`config.mk`:
```
export PLATFORM = sky130hd
export DESIGN_NAME = instr_packer
export DESIGN_NICKNAME = d
export VERILOG_FILES = /design/src/rtl/instr_packer.sv
export SDC_FILE = /design/constraint.sdc
export NUM_CORES = 1
export LEC_CHECK = 0
export ABC_AREA = 1
export CORE_ASPECT_RATIO = 1.25
export CORE_MARGIN = 5
export CORE_UTILIZATION = 57
export DETAILED_ROUTE_END_ITERATION = 10
export PLACE_DENSITY = 0.86
export SLEW_MARGIN = 20
export SYNTH_ARGS = -nofsm -noshare
export SYNTH_HDL_FRONTEND = slang
export SYNTH_SLANG_ARGS = --single-unit
```
`constraint.sdc`:
```
create_clock -name clk -period 8.27 [get_ports clk]
set_clock_uncertainty 0.05 [all_clocks]
set_input_delay 1.2405 -clock clk [delete_from_list [all_inputs] [get_ports clk]]
set_output_delay 1.2405 -clock clk [all_outputs]
set_load 0.005 [all_outputs]
```
`src/rtl/instr_packer.sv`:
```
// Packs MIPS instruction fields into 32-bit words and streams them through a 4-entry FIFO with
// sequential IM addresses. Define INSTR_PACKER_FMT_CHECK_EN to reject malformed R/J inputs.
module instr_packer #(
    parameter logic [31:0] BASE_ADDR = 32'h0000_3000,
    parameter logic [31:0] LAST_ADDR = 32'h0000_6FFC
) (
    input  logic        clk,
    input  logic        reset,
    input  logic        restart,
    input  logic        in_valid,
    output logic        in_ready,
    input  logic [1:0]  fmt,
    input  logic [5:0]  opcode,
    input  logic [4:0]  rs,
    input  logic [4:0]  rt,
    input  logic [4:0]  rd,
    input  logic [4:0]  shamt,
    input  logic [5:0]  funct,
    input  logic [15:0] imm16,
    input  logic [25:0] instr_index,
    output logic        out_valid,
    input  logic        out_ready,
    output logic [31:0] out_addr,
    output logic [31:0] out_instr,
    output logic [2:0]  count,
    output logic        err
);

    localparam logic [1:0] FmtR   = 2'b00;
    localparam logic [1:0] FmtI   = 2'b01;
    localparam logic [1:0] FmtJ   = 2'b10;

    logic [31:0] r_mem [4];
    logic [1:0]  r_wr_ptr;
    logic [1:0]  r_rd_ptr;
    logic [2:0]  r_count;
    logic [31:0] r_addr;

    logic [31:0] w_packed;
    logic        w_fmt_ok;
    logic        w_accept;
    logic        w_push;
    logic        w_pop;
    logic [2:0]  w_count_next;
    logic [31:0] w_addr_next;

    always_comb begin
        w_packed = 32'h0000_0000;
        case (fmt)
            FmtR:    w_packed = {opcode, rs, rt, rd, shamt, funct};
            FmtI:    w_packed = {opcode, rs, rt, imm16};
            FmtJ:    w_packed = {opcode, instr_index};
            default: w_packed = 32'h0000_0000;
        endcase
    end

`ifdef INSTR_PACKER_FMT_CHECK_EN
    logic r_err;

    always_comb begin
        w_fmt_ok = 1'b1;
        if (fmt == FmtR && opcode != 6'h00) begin
            w_fmt_ok = 1'b0;
        end
        if (fmt == FmtJ && opcode != 6'h02 && opcode != 6'h03) begin
            w_fmt_ok = 1'b0;
        end
    end

    // A rejected field set still completes its handshake; it just never reaches the FIFO.
    always_ff @(posedge clk or posedge reset) begin
        if (reset) begin
            r_err <= 1'b0;
        end else if (restart) begin
            r_err <= 1'b0;
        end else if (w_accept && !w_fmt_ok) begin
            r_err <= 1'b1;
        end
    end

    assign err = r_err;
`else
    assign w_fmt_ok = 1'b1;
    assign err      = 1'b0;
`endif

    assign in_ready  = (r_count != 3'd4);
    assign out_valid = (r_count != 3'd0);
    assign w_accept  = in_valid && in_ready;
    assign w_push    = w_accept && w_fmt_ok && !restart;
    assign w_pop     = out_valid && out_ready && !restart;

    always_comb begin
        w_count_next = r_count;
        case ({w_push, w_pop})
            2'b10:   w_count_next = r_count + 3'd1;
            2'b01:   w_count_next = r_count - 3'd1;
            default: w_count_next = r_count;
        endcase
    end

    assign w_addr_next = (r_addr == LAST_ADDR) ? BASE_ADDR : r_addr + 32'd4;

    always_ff @(posedge clk or posedge reset) begin
        if (reset) begin
            r_wr_ptr <= 2'd0;
            r_rd_ptr <= 2'd0;
            r_count  <= 3'd0;
            r_addr   <= BASE_ADDR;
        end else if (restart) begin
            r_wr_ptr <= 2'd0;
            r_rd_ptr <= 2'd0;
            r_count  <= 3'd0;
            r_addr   <= BASE_ADDR;
        end else begin
            if (w_push) begin
                r_wr_ptr <= r_wr_ptr + 2'd1;
            end
            if (w_pop) begin
                r_rd_ptr <= r_rd_ptr + 2'd1;
                r_addr   <= w_addr_next;
            end
            r_count <= w_count_next;
        end
    end

    // Storage needs no reset: the head is masked to zero whenever the FIFO is empty.
    always_ff @(posedge clk) begin
        if (w_push) begin
            r_mem[r_wr_ptr] <= w_packed;
        end
    end

    assign out_instr = out_valid ? r_mem[r_rd_ptr] : 32'h0000_0000;
    assign out_addr  = r_addr;
    assign count     = r_count;

endmodule
```
== After elaboration in Yosys (flattened, before gate mapping) ==
Memory sizes are Yosys's and may differ from the RTL's.
Cells that the tools add are included.

* Flip-flop bits (word level): 39
* RAM bits: 128
* Input bits: 81
* Output and inout bits: 70
* Logic and storage cells: 39
* Memories kept: 1

* Add/subtract/negate cells: 5
* Equality and inequality tests: 6
* Multiplexer cells: 13
* Reductions and logical operators: 10

{| class="wikitable"
|+ Memories
! name !! words !! bits a word !! rd ports !! clocked after Yosys merged registers in !! write ports !! line !! RTL
|-
| r_mem || 4 || 32 || 1 || 0 || 1 || 33 || <nowiki>logic [31:0] r_mem [4];</nowiki>
|}

{| class="wikitable"
|+ Operators with widths
! operator !! number
|-
| 32-bit two-way mux || 4
|-
| 32-bit case mux with 3 select lines || 1
|-
| 32-bit by 3-bit adder with 32-bit output (second input constant) || 1
|-
| 32-bit by 15-bit == test with 1-bit output (second input constant) || 1
|-
| 2-bit two-way mux || 4
|-
| 3-bit case mux with 2 select lines || 1
|-
| 3-bit nonzero test || 2
|-
| 2-bit by 1-bit adder with 2-bit output (second input constant) || 2
|-
| 2-bit by 1-bit == test with 1-bit output (second input constant) || 2
|-
| 2-bit == test (second input constant) || 2
|-
| 1-bit logical AND || 4
|-
| 2-bit nonzero test || 2
|-
| 3-bit by 1-bit adder with 3-bit output (second input constant) || 1
|-
| 3-bit two-way mux || 1
|-
| 3-bit != test (second input constant) || 1
|-
| 3-bit by 1-bit subtractor with 3-bit output (second input constant) || 1
|-
| 2-bit zero test || 1
|-
| 1-bit two-way mux || 2
|-
| 1-bit zero test || 1
|}

== Logic depth before layout (Yosys ltp) ==
Gate-level depths: netlist of run 1.

* Word-level depth: 6
* Gate-level depth with buffers: 12
* Gate-level depth less buffers: 12

== Least setup slack after synthesis of run 1 ==
No wires, ideal clock.

* Path type: input to register
* Start point: input port in_valid
* End point: memory r_mem[0][0] (enable)
* Library setup time: 0.421 ns
* Data arrival time: 2.951 ns
* Data required time: 7.799 ns
* Path slack: 4.848 ns
* Stages on the path: 4
* Path buffers: 0
* Path through: nand2_1 > nor2_1 > inv_1 > nor2_1

* Cells in the longest elaborated chain, start to end: 4

{| class="wikitable"
|+ Ends and longest elaborated chain
! item !! line !! RTL
|-
| from (decl) || 10 || <nowiki>input logic in_valid,</nowiki>
|-
| 1-bit logical AND || 89 || <nowiki>assign w_accept = in_valid && in_ready;</nowiki>
|-
| 1-bit logical AND || 90 || <nowiki>assign w_push = w_accept && w_fmt_ok && !restart;</nowiki>
|-
| 1-bit two-way mux || 129 || <nowiki>if (w_push) begin</nowiki>
|-
| 1-bit two-way mux (implied by the code) || 130 || <nowiki>r_mem[r_wr_ptr] <= w_packed;</nowiki>
|-
| to (decl) || 33 ||
|}

Every way passes these cells.

== Worst setup path after layout of run 1 ==
* Start point: register r_rd_ptr[0]
* End point: output port out_instr[31]

* Cells in the longest elaborated chain, start to end: 2

{| class="wikitable"
|+ Ends and longest elaborated chain
! item !! line !! RTL
|-
| from (decl) || 35 || <nowiki>logic [1:0] r_rd_ptr;</nowiki>
|-
| from (signal assigned) || 120 || <nowiki>r_rd_ptr <= r_rd_ptr + 2'd1;</nowiki>
|-
| memory read 4 x 32 bit || - ||
|-
| 32-bit two-way mux || 134 || <nowiki>assign out_instr = out_valid ? r_mem[r_rd_ptr] : 32'h0000_0000;</nowiki>
|-
| to (decl) || 24 || <nowiki>output logic [31:0] out_instr,</nowiki>
|}

Every way passes these cells.

==> results of run 1 <==
critical path: stages, from the launching register on:
cell	delay, ns
dfrtp_2	0.39
buf_4	0.33
inv_2	0.79
o21ai_0	0.28
a21oi_1	0.31
clkdlybuf4s50_1	0.55
routing by layer:
layer	wire length, µm	global-route usage [%]
met3	1730	6.10
met2	10900	45.8
met1	7620	29.1
met5	0	0
met4	629	10.3
synthesized netlist by cell type, types with 2 or more instances:
library cell	n
clkbuf_1	21
inv_1	75
buf_4	3
o21ai_0	86
buf_6	2
dfstp_2	2
or2_2	2
ha_1	6
nand2_1	173
xnor2_1	6
a21oi_1	35
nor2_4	4
inv_2	6
buf_2	13
o211ai_1	15
nand2_2	4
nand3_1	43
o21ai_1	7
nand3_2	3
dfrtp_1	35
nor2_1	190
nor2_2	2
edfxtp_1	128
nand4_1	12
xor2_1	5
where the power goes:
part	internal (mW)	switching (mW)
registers	0.956	0.0288
logic	0.325	0.415
clock network	0.453	0.347
state kept, by name (all words and copies together), names as in the netlist:
name      count
r_wr_ptr      2
count         3
r_mem       128
r_rd_ptr      2
out_addr     30
cell families after synthesis:
| family | Yosys count | share of synthesized area, % |
|---|---|---|
| xor gates and xnor gates | 11 | 1.19 |
| and+or+nand+nor | 437 | 22.5 |
| adders and majority gates | 7 | 1.18 |
| buffers and inverters | 121 | 6.15 |
| other | 1 | 0.0464 |
| AOI/OAI and AO/OA | 147 | 9.82 |
| DFF | 165 | 59.1 |
per-stage QoR:
step / hold slack, ns / cells / util [%] / area [µm²] / total power [mW]
after global placement: 0.478 / 1181 / 69.7 / 9670 / 1.71
after global routing: 0.522 / 1212 / 73.9 / 10300 / 2.63
after CTS: 0.497 / 1212 / 73.9 / 10300 / 2.53
after detailed placement: 0.488 / 1181 / 69.7 / 9670 / 1.73
final: 0.500 / 1212 / 73.9 / 10300 / 2.52
after floorplan: 0.461 / 891 / - / 8090 / 1.35
worst min-delay path by stage:
stage                              end  slack (ns)  cells past startpoint
after floorplan           out_addr[13]        0.46                      2
after global placement    out_addr[13]        0.48                      2
after detailed placement  out_addr[13]        0.49                      2
after CTS                 out_addr[13]        0.50                      2
after global routing      out_addr[13]        0.52                      2
final                     out_addr[13]        0.50                      2
final cells by class:
| class | count | area (µm²) | share of cell area [%] |
|---|---|---|---|
| well taps | 175 | 219 | 2.13 |
| flip-flops and latches | 165 | 4770 | 46.5 |
| clock inverters | 14 | 163 | 1.59 |
| inverters | 82 | 308 | 3.00 |
| clock buffers | 17 | 425 | 4.15 |
| multi-input cells | 605 | 2850 | 27.7 |
| repair buffers | 154 | 1520 | 14.9 |
==> results.cfg, run 1 <==
[status]
status = finished clean

[floorplanning]
initial_utilization_pct = 58.2
die_h_um = 143
die_area_um2 = 16700
core-area_um2 = 13900
die-width_um = 116
ioPinCount = 151
placementRows = 48

[setup_path]
startpoint_type = flop
reg2reg_slack_ns = 5.74
crit_start = r_rd_ptr[0]
r2r_cells = 6
required_ns = 6.98
reg2reg_from = count[0]
worstSetupEndpoint = out_instr[31]
path_class = flop to output port
worstReg2RegEnd = r_mem[3][28]
crit_path_end_kind = output port
worstPathArrival_ns = 3.09
crit_fanout = 66

[cells_and_area]
layout_common_cells = 186 x nor2_1, 173 x nand2_1, 147 x clkdlybuf4s50_1
nets = 1113
fill_cells = 954
final_common_cell = nor2_1
final_layout_size_suffix_gt1_share_pct = 6.65
n_antenna_cell = 0
area_growth_pct = 27.0

[synth]
syn-cell-area_um2 = 8080
synthArstFlopShare_pct = 22.4
ys_warn_count = 0
ys_types = 36
synth_area_leader_cell = edfxtp_1
synth-edff-count = 128
avgSynthCellArea_um2 = 9.09
synth_top_area_share_pct = 47.6
syn_inst = 889
ys.flop_type = edfxtp_1
ys_ff_latch = 165
ys_seq_area_share_pct = 59.1
synth_top_cells_by_area = edfxtp_1 48%, dfrtp_1 11%, nor2_1 8.8%

[place]
gp_congestion = 0.993
dp_hpwl_mm = 13.6
dp_slack_ns = 4.38
port_buffers = 147

[cts]
cts_sinks = 165
clkLatencyLatePin_ns = 0.42
cts_max_path_buffers = 2
cts_root_buf = clkbuf_16
cts_buffers = 17
post_cts_buffers = 0
cts_tree = done
ctsHoldBuffers = 0
cts_resized = 0
htreeDepth = 4
clk_pin_slew_ns = 0.06

[routing]
wirelength_mm = 20.9
viasPerCell = 5.56
firstDrtPassIters = 5
drc_errors = 0
drtIter0Drc = 504
detail-route-antenna-nets = 0
dr_total_vias = 6735
wl_per_cell_um = 17.2

[sta]
fin_crit_ns = 4.39
setup_slack_ns = 3.88
tightest_slew_ns = 1.08
final-setup-viol-count = 0
tns_ns = 0
max_clock_freq_ghz = 0.228
maxSlewViolCount = 0
hold_violations = 0
finalCritPeriodShare_pct = 53.0
slew_headroom_pct = 27.5
rsz0062_at_grt = no

[pwr]
power_leakage_nw = 3.99
pwr_density_cell_nw_per_um2 = 246
irDropWorstVdd_v = 0.000182

[global_routing]
first_global_vias = 6666
track_usage_pct = 25.6
grt_max_degree = 67
antenna_found_initial = 0
gr-total-overflow = 0
grt_pass1_wl_mm = 32.8

[min_path]
worstHoldPathType = flop to flop
min_from = out_addr[13]

[job]
drv_cap = 0
No activity file was read; power rests on OpenSTA's default activity.
==> run 2: changes to the inputs <==
--- a/config.mk
+++ b/config.mk
@@ -8,9 +8,9 @@
 export ABC_AREA = 1
 export CORE_ASPECT_RATIO = 1.25
 export CORE_MARGIN = 5
-export CORE_UTILIZATION = 57
+export CORE_UTILIZATION = 48
 export DETAILED_ROUTE_END_ITERATION = 10
-export PLACE_DENSITY = 0.86
+export PLACE_DENSITY = 0.77
 export SLEW_MARGIN = 20
 export SYNTH_ARGS = -nofsm -noshare
 export SYNTH_HDL_FRONTEND = slang
==> constraint.sdc (replaced) <==
create_clock -name clk -period 3.77 [get_ports clk]
set_clock_uncertainty 0.05 [all_clocks]
set_input_delay 0.5655 -clock clk [delete_from_list [all_inputs] [get_ports clk]]
set_output_delay 0.5655 -clock clk [all_outputs]
set_load 0.005 [all_outputs]
==> results.cfg, run 2 (synthesized netlist as in run 1, its figures left out) <==
[floorplanning]
die_h_um = 155
die-width_um = 126
ioPinCount = 151
die_area_um2 = 19500
placementRows = 53
core-area_um2 = 16700
initial_utilization_pct = 48.3

[cells_and_area]
n_antenna_cell = 0
multi_input_comb_area_um2 = 2830
regMostFlops = r_mem
final_util_pct = 61.9
largest_reg_flops = 128
final_common_cell = nor2_1
layout_common_cells = 186 x nor2_1, 173 x nand2_1, 147 x clkdlybuf4s50_1
area_growth_pct = 28.0
nets = 1122
seq_area_um2 = 4770
fill_cells = 1385
final_layout_size_suffix_gt1_share_pct = 7.55
instances_no_fill = 1267

[sta]
final-setup-viol-count = 0
max_clock_freq_ghz = 0.295
maxSlewViolCount = 0
rsz0062_at_grt = no
slew_headroom_pct = 37.9
hold_violations = 0
tns_ns = 0
finalCritPeriodShare_pct = 89.9
tightest_slew_ns = 0.928
fin_crit_ns = 3.39

[cts]
cts_tree = done
cts_max_path_buffers = 2
htreeDepth = 4
cts_buffers = 17
cts_sinks = 165
post_cts_buffers = 0
clk_pin_slew_ns = 0.07
cts_root_buf = clkbuf_16
cts_resized = 0
clkLatencyLatePin_ns = 0.43
ctsHoldBuffers = 0

[global_routing]
grt_max_degree = 43
grt_pass1_wl_mm = 31.5
track_usage_pct = 20.5
first_global_vias = 6369
gr-total-overflow = 0
antenna_found_initial = 0

[pwr]
power_leakage_nw = 4.03
pwr_density_cell_nw_per_um2 = 523
irDropWorstVdd_v = 0.000375

[job]
drv_cap = 0

[routing]
dr_total_vias = 6515
drc_errors = 0
viasPerCell = 5.14
drtIter0Drc = 412
detail-route-antenna-nets = 0
wl_per_cell_um = 15.7
wirelength_mm = 19.9
firstDrtPassIters = 5

[setup_path]
crit_start = r_rd_ptr[0]
crit_path_end_kind = output port
required_ns = 3.15
path_class = flop to output port
crit_fanout = 42
worstPathArrival_ns = 2.78
reg2reg_from = count[0]
startpoint_type = flop

[min_path]
worstHoldPathType = primary input to async pin

[place]
dp.cells = 1235
dp_hpwl_mm = 13.5
port_buffers = 147
gp_congestion = 0.973

[status]
status = finished clean
-- run 2: changes by cell type in the layout (fill, tap and decap cells not counted), sizes merged --
cell / previous run / this run
buf: 7 / 16
clkinv: 3 / 7
clkinvlp: 2 / 1
bufinv: 2 / 0
-- run 2: final cells by class --
type                       instances  area share (%)
clock inverter                    15            1.34
inverter                          82            2.98
clock buffer                      17            4.11
sequential                       165            46.2
multi-input combinational        605            27.3
tap                              220            2.66
timing repair buffer             163            15.4
-- run 2: critical path, stage by stage (launching register included) --
cell,delay [ns]
dfrtp_2,0.88
buf_4,0.41
nor2_1,0.09
nor2_1,0.09
o21ai_0,0.10
a21oi_1,0.22
clkdlybuf4s50_1,0.54
-- run 2: metal layers --
layer	routed length (µm)	global-route usage, %
met5	0	0
met2	10200	36.2
met4	622	9.50
met1	7660	22.9
met3	1430	5.63
-- run 2: worst paths after layout --
path                            endpoint  slack [ns]  depth (start not counted)
hold reg to reg             out_addr[13]        0.50                          2
hold / removal              out_addr[11]        0.50                          3
setup / recovery           out_instr[14]        0.38                          6
max in group asynchronous    r_rd_ptr[0]        2.80                          3
setup reg to reg             r_mem[3][4]        1.66                          7
min in group clk            out_addr[13]        0.50                          2
-- run 2: through the flow --
step | cell area (µm²) | power (mW) | hold WS [ns] | worst slack (ns)
after CTS | 10300 | 5.46 | 0.498 | 0.390
after global placement | 9770 | 3.79 | 0.483 | 0.897
after detailed placement | 9770 | 3.81 | 0.484 | 0.860
after floorplan | 8090 | 2.95 | 0.461 | 0.974
final | 10300 | 5.41 | 0.499 | 0.379
after global routing | 10300 | 5.69 | 0.536 | 0.236
-- run 2: report_power, final --
part | internal, mW | switching (mW)
combinational | 0.735 | 0.832
clock | 0.872 | 0.775
sequential | 2.09 | 0.103
==> run 3: changes to the inputs <==
--- a/config.mk
+++ b/config.mk
@@ -8,9 +8,10 @@
 export ABC_AREA = 1
 export CORE_ASPECT_RATIO = 1.25
 export CORE_MARGIN = 5
-export CORE_UTILIZATION = 48
+export CORE_UTILIZATION = 49
+export CTS_BUF_LIST = sky130_fd_sc_hd__clkbuf_8
 export DETAILED_ROUTE_END_ITERATION = 10
-export PLACE_DENSITY = 0.77
+export PLACE_DENSITY = 0.79
 export SLEW_MARGIN = 20
 export SYNTH_ARGS = -nofsm -noshare
 export SYNTH_HDL_FRONTEND = slang
==> results.cfg, run 3 (synthesized netlist as in run 1, its figures left out) <==
[sta]
maxSlewViolCount = 0
rsz0062_at_grt = no
tightest_slew_ns = 0.978
slew_headroom_pct = 34.5
setup_slack_ns = 0.292
max_clock_freq_ghz = 0.288
finalCritPeriodShare_pct = 92.2
tns_ns = 0
fin_crit_ns = 3.48
hold_violations = 0
final-setup-viol-count = 0

[setup_path]
path_common_cell = nor2_1
crit_start = r_rd_ptr[0]
crit_fanout = 35
startpoint_type = flop
crit_path_top_delay_cell = dfrtp_2
worstPathArrival_ns = 2.86
critPathMaxStageDelay_ns = 0.76
crit_family = buffers and inverters
timing.critical_path.buf_inv = 2
reg2reg_from = count[0]
crit_path_end_kind = output port
required_ns = 3.15
path_class = flop to output port
path_cells = buf_4, nor2_1, nor2_1, o21ai_0, a21oi_1, clkdlybuf4s50_1

[cts]
clkLatencyLatePin_ns = 0.47
post_cts_buffers = 0
clk_pin_slew_ns = 0.09
cts_tree = done
cts_sinks = 165
cts_buffers = 17
cts_root_buf = clkbuf_8
cts_max_path_buffers = 2
cts_resized = 0
htreeDepth = 4
ctsHoldBuffers = 0

[cells_and_area]
finalInstanceArea_um2 = 10100
fill_cells = 1315
area_growth_pct = 25.6
regMostFlops = r_mem
layout_common_cells = 186 x nor2_1, 173 x nand2_1, 147 x clkdlybuf4s50_1
largest_reg_flops = 128
final_common_cell = nor2_1
n_antenna_cell = 0
final_layout_size_suffix_gt1_share_pct = 7.46
nets = 1121

[pwr]
irDropWorstVdd_v = 0.000327
pwr_density_cell_nw_per_um2 = 492
power_leakage_nw = 3.94
power.total_mw = 4.99

[global_routing]
grt_pass1_wl_mm = 31.5
antenna_found_initial = 0
grt_max_degree = 38
track_usage_pct = 20.7
gr-total-overflow = 0
first_global_vias = 6350

[routing]
detail-route-antenna-nets = 0
wirelength_mm = 19.5
viasPerCell = 5.12
wl_per_cell_um = 15.4
firstDrtPassIters = 5
drtIter0Drc = 506
dr_total_vias = 6463
drc_errors = 0

[place]
port_buffers = 147
placed_area_um2 = 9760
dp_hpwl_mm = 13.6
dp_slack_ns = 0.838
gp_congestion = 0.947

[floorplanning]
die_area_um2 = 19200
die_h_um = 154
initial_utilization_pct = 49.9
core-area_um2 = 16200
die-width_um = 125
ioPinCount = 151
placementRows = 52

[job]
drv_cap = 0

[status]
status = finished clean

[min_path]
worstHoldPathType = primary input to async pin
## run 3: layout make-up
type / instances / area (µm²) / share of cell area [%]
clock buffer: 17 / 234 / 2.31
clock inverter: 15 / 150 / 1.48
inverter: 82 / 308 / 3.03
multi-input combinational: 605 / 2830 / 27.9
sequential: 165 / 4770 / 47.0
tap: 216 / 270 / 2.66
timing repair buffer: 162 / 1580 / 15.6
## run 3: final timing paths
path | cells after the start | slack [ns] | to
setup / recovery | 6 | 0.29 | out_instr[8]
hold / removal | 3 | 0.46 | out_addr[18]
setup reg to reg | 7 | 1.34 | r_mem[1][6]
hold reg to reg | 2 | 0.51 | out_addr[13]
max in group asynchronous | 3 | 2.86 | r_rd_ptr[0]
min in group clk | 2 | 0.51 | out_addr[13]
## run 3: report_power, final
group	total (mW)	internal, mW	switching [mW]
sequential	2.18	2.09	0.0917
clock	1.23	0.539	0.695
combinational	1.57	0.732	0.838
total	4.99	3.36	1.62
## run 3: metal layers
metal  vias to the layer above  routed length, µm  GRT usage [%]
met5                         -                  0              0
met4                         0                325           6.87
met3                        26               1520           6.18
met2                       235              10100           37.3
met1                      2973               7590           23.4
li1                       3229                  -              -
## run 3: tightest hold or removal path, delay by kind of cell
family                 cells  cell delay (ns)
buffers and inverters      3             0.85
## run 3: stage by stage
stage          hold WS [ns]  utilization (%)  cells
3_5_place_dp          0.492             60.3   1230
5_1_grt               0.516             62.6   1262
2_1_floorplan         0.461                -    891
4_1_cts               0.464             62.6   1262
3_3_place_gp          0.487             60.3   1230
6_report              0.463             62.6   1262
